### src/rtl/clkdiv_tick_monitor.sv
// Receive-side monitor for the board's slow toggle clock: synchronizes it, emits
// single-cycle edge strobes, measures the half-period and flags range and loss errors.
module clkdiv_tick_monitor #(
  parameter int              CW          = 25,
  parameter logic [CW-1:0]   EXP_HALF    = 25'd10000001,
  parameter logic [CW-1:0]   TOL         = 25'd1000,
  parameter logic [CW-1:0]   TIMEOUT_CYC = 25'd15000000
) (
  input  logic          CLK,
  input  logic          RST,
  input  logic          CLKIN,
  output logic          LEVEL,
  output logic          TICK,
  output logic          RISE,
  output logic [CW-1:0] HALF_PERIOD,
  output logic          VALID,
  output logic          RANGE_ERR,
  output logic          TIMEOUT
);

  typedef enum logic [1:0] {IDLE, ARMED, RUN, LOST} state_t;

  localparam logic [CW-1:0] CNT_MAX      = '1;
  localparam logic [CW-1:0] TIMEOUT_LAST = TIMEOUT_CYC - CW'(1);
  // One extra bit so the upper bound cannot wrap; the lower bound floors at zero.
  localparam logic [CW:0]   RANGE_HI     = {1'b0, EXP_HALF} + {1'b0, TOL};
  localparam logic [CW:0]   RANGE_LO     = (EXP_HALF >= TOL) ? {1'b0, EXP_HALF - TOL} : '0;

  logic          sync1_q, sync2_q, prev_q;
  logic          level_q, tick_q, rise_q;
  logic [CW-1:0] cnt_q, cnt_d;
  logic [CW-1:0] half_q;
  logic          valid_q, range_err_q, timeout_q;
  state_t        state_q;

  logic          edge_det, rise_det, range_bad, timeout_hit;
  logic [CW-1:0] captured;

  always_comb begin
    edge_det    = sync2_q ^ prev_q;
    rise_det    = sync2_q & ~prev_q;
    captured    = (cnt_q == CNT_MAX) ? CNT_MAX : cnt_q + CW'(1);
    range_bad   = ({1'b0, captured} > RANGE_HI) || ({1'b0, captured} < RANGE_LO);
    timeout_hit = (cnt_q == TIMEOUT_LAST);
    cnt_d       = edge_det ? '0 : captured;
  end

  // NOTE: all state uses non-blocking assignments so every flop samples the
  // pre-edge values; blocking here would collapse the synchronizer chain.
  always_ff @(posedge CLK or posedge RST) begin
    if (RST) begin
      sync1_q <= 1'b0;
      sync2_q <= 1'b0;
      prev_q  <= 1'b0;
      level_q <= 1'b0;
      tick_q  <= 1'b0;
      rise_q  <= 1'b0;
      cnt_q   <= '0;
    end else begin
      sync1_q <= CLKIN;
      sync2_q <= sync1_q;
      prev_q  <= sync2_q;
      level_q <= sync2_q;
      tick_q  <= edge_det;
      rise_q  <= rise_det;
      cnt_q   <= cnt_d;
    end
  end

  always_ff @(posedge CLK or posedge RST) begin
    if (RST) begin
      state_q     <= IDLE;
      half_q      <= '0;
      valid_q     <= 1'b0;
      range_err_q <= 1'b0;
      timeout_q   <= 1'b0;
    end else begin
      case (state_q)
        IDLE: begin
          if (edge_det) state_q <= ARMED;
        end
        ARMED, RUN: begin
          // An edge on the timeout cycle is a legal capture, so it takes priority.
          if (edge_det) begin
            half_q      <= captured;
            range_err_q <= range_bad;
            valid_q     <= 1'b1;
            state_q     <= RUN;
          end else if (timeout_hit) begin
            timeout_q   <= 1'b1;
            valid_q     <= 1'b0;
            range_err_q <= 1'b0;
            state_q     <= LOST;
          end
        end
        LOST: begin
          // The interval spanning the loss is meaningless, so re-arm without capturing.
          if (edge_det) begin
            timeout_q <= 1'b0;
            state_q   <= ARMED;
          end
        end
        default: state_q <= IDLE;
      endcase
    end
  end

  assign LEVEL       = level_q;
  assign TICK        = tick_q;
  assign RISE        = rise_q;
  assign HALF_PERIOD = half_q;
  assign VALID       = valid_q;
  assign RANGE_ERR   = range_err_q;
  assign TIMEOUT     = timeout_q;

endmodule

### config.mk
export PLATFORM = sky130hd
export DESIGN_NAME = clkdiv_tick_monitor
export DESIGN_NICKNAME = d
export VERILOG_FILES = /design/src/rtl/clkdiv_tick_monitor.sv
export SDC_FILE = /design/constraint.sdc
export NUM_CORES = 1
export LEC_CHECK = 0
export ABC_AREA = 1
export BUFFER_PORTS_ARGS = -buffer_cell sky130_fd_sc_hd__buf_2
export CELL_PAD_IN_SITES_DETAIL_PLACEMENT = 2
export CELL_PAD_IN_SITES_GLOBAL_PLACEMENT = 2
export CORE_UTILIZATION = 36
export CTS_CLUSTER_DIAMETER = 100
export CTS_CLUSTER_SIZE = 40
export DETAILED_ROUTE_END_ITERATION = 6
export GPL_TIMING_DRIVEN = 0
export PLACE_DENSITY_LB_ADDON = 0.1
export SKIP_CTS_REPAIR_TIMING = 1
export SYNTH_ARGS = -nofsm -noshare
export SYNTH_HDL_FRONTEND = slang
export SYNTH_SLANG_ARGS = --single-unit
export TNS_END_PERCENT = 20
### constraint.sdc
create_clock -name CLK -period 4.3 [get_ports CLK]
set_input_delay 0.43 -clock CLK [delete_from_list [all_inputs] [get_ports CLK]]
set_output_delay 0.43 -clock CLK [all_outputs]
set_load 0.02 [all_outputs]
==> qor.txt <==
outcome -> completed
first-pass GRT wire length -> 17.8 mm
Peak VDD IR -> 190 µV
critical path arrival -> 2.79 ns
grt total ovfl -> 0
Mean Syn Cell Area -> 7.38 µm²
WL/cell -> 18.6 µm
synth unique cells -> 31
Critical Path RT -> 4.54 ns
crit path time final -> 2.55 ns
Die Area -> 0.00930 mm²
Starting Density -> 0.370
Worst-Skew Late Latency -> 0.35 ns
worst hold path class -> in2async
via count of the first global-routing pass -> 3,335
DRT iter0 DRCs -> 73
Final Setup Violations -> 0
clock skew -> 0.0122 ns
Non-Filler Instances -> 592
largest net degree at the start of global routing -> 32
post-route ant nets -> 0
Flop pwr share -> 0.415
worst slew pin tran -> 0.748 ns
Clock transition at path regs -> 0.07 ns
initial antenna violation count -> 0
Yosys top cell area share -> 0.467
WL final -> 11.0 mm
Post-synth ARST share -> 1.00
CTS root buf -> clkbuf_8
Synth Register Bits -> 60
Critical Path Source Type -> register
Die Ht -> 96.5 µm
# IOs -> 34
Period Utilization, post-route -> 0.592
CTS sink cnt -> 60
post-synthesis cell count -> 435
routed vias -> 3,035
TritonCTS clock tree -> built
final setup TNS -> 0 ns
gr usage total -> 0.265
Top FF cell, synth -> dfrtp_1
NetSw -> 0.000540 W
Mapped Nets -> 441
placed cell count -> 577
internal power -> 0.00104 W
Storage cell area -> 0.00150 mm²
critical setup path kind -> reg2reg
final hold vios -> 0
Sw Ratio -> 0.341
area leader, netlist -> dfrtp_1
Pins Over Slew Limit -> 0
die width -> 96.5 µm
Post-synth EDFFs -> 0
FILL cells -> 1,072
R2R Setup Slk -> 1.75 ns
Initial DRT Pass Iterations -> 4
dpl hpwl -> 8.48 mm
drt drc -> 0
row count -> 34
Comb pwr share -> 0.237
P per Cell Area -> 423 mW/mm²
Final #Nets -> 486
core box area -> 0.00868 mm²
area occupied by multi-input gates -> 0.00147 mm²
Ant. Diodes -> 0
Max-Cap Viols -> 0
Clk pwr share -> 0.348
routability cong. -> 0.817
Max H-tree Level -> 3
CP max FO -> 5
Via density -> 5.13
Worst Setup End Kind -> register
share of cells above drive strength 1 -> 0.145
Synth area leaders -> dfrtp_1 47%, nand2_1 16%, nor2_1 7.7%
total CTS buffers -> 9
P_leak -> 1.92 nW
Seq/Total Area, Yosys -> 0.467
P&R area growth vs syn -> 16.5%
Synth warnings -> 0
Max Clock Freq -> 393 MHz
Clock Path Buffers -> 2
synthesized area -> 0.00321 mm²
fin util -> 0.431
RSZ-0062 raised after global routing -> no
PortBufs -> 33
Max transition margin -> 0.496
## worst max-delay path, stage by stage, from the launching register on
cell     delay [ns]
dfrtp_1        0.42
ha_1           0.30
nand2_2        0.11
nor2_4         0.05
nand2_4        0.10
nor2_4         0.07
o21ai_0        0.59
nand3_1        0.21
nor3b_1        0.27
nand2_1        0.10
inv_2          0.05
nand2_1        0.07
nand2_1        0.06
nand2_1        0.04
## synth_stat cells (5+ instances only)
cell type	instances
nor2_1	66
o21ai_0	21
nor2_4	5
inv_1	48
clkbuf_1	5
nand4_1	10
a21oi_1	5
a31oi_1	8
nand2_1	137
xor2_1	5
dfrtp_1	60
nand3_1	33
## power by group through the flow
stage,logic (W),registers [W],clock network [W]
6_report,0.000376,0.000657,0.000551
5_1_grt,0.000421,0.000665,0.000585
4_1_cts,0.000386,0.000658,0.000568
3_5_place_dp,0.000379,0.000669,0
3_3_place_gp,0.000364,0.000665,0
2_1_floorplan,0.000193,0.000718,0
## per-stage QoR
stage | cell area (µm²) | hold WS (ns) | power [W] | worst slack, ns
after floorplan | 3210 | 0.331 | 0.000911 | 2.30
after global placement | 3510 | 0.335 | 0.00103 | 1.51
after detailed placement | 3530 | 0.345 | 0.00105 | 1.77
after CTS | 3740 | 0.171 | 0.00161 | 1.76
after global routing | 3740 | 0.180 | 0.00167 | 1.55
final | 3740 | 0.187 | 0.00158 | 1.75
## logic make-up after synthesis
family / after synthesis / synth area share
simple gates: 269 / 0.368
xor+xnor: 7 / 0.0191
buf+inv: 61 / 0.0756
fa+ha+maj: 3 / 0.0117
flops: 60 / 0.467
compound gates: 35 / 0.0584
## layout make-up
type	count	share of cell area
Sequential cell	60	0.401
Clock inverter	3	0.0120
Tap cell	108	0.0361
Inverter	51	0.0512
Timing Repair Buffer	34	0.0495
Multi-Input combinational cell	314	0.392
Buffer	10	0.0137
Clock buffer	12	0.0441
## cells in the final DEF, fill, tap and decap left out, types with 3 or more instances in the layout
master      n
nand3_1    33
xor2_1      5
nand4_1    10
ha_1        3
a21oi_1     5
inv_1      47
buf_2      35
nor2_2      3
clkbuf_8   12
nor2_4      5
nor3_1      3
nand2_1   137
dfrtp_1    60
a31oi_1     8
clkbuf_1    5
nor2_1     66
o21ai_0    21
## path summary, 6_finish.rpt
kind                       startpoint         to  depth (start not counted)
max in group asynchronous         RST  cnt_q[14]                          3
min in group CLK                CLKIN    sync1_q                          1
hold reg to reg               sync1_q    sync2_q                          0
setup / recovery             cnt_q[0]  RANGE_ERR                         13
hold / removal                    RST    sync1_q                          2
setup reg to reg             cnt_q[0]  RANGE_ERR                         13
## layer usage
metal | wire (µm) | GRT usage
met1 | 5390 | 0.353
met2 | 5190 | 0.440
met3 | 220 | 0.0368
met4 | 193 | 0.0907
met5 | 0 | 0
Note: power is estimated with default switching activity, not from simulation.
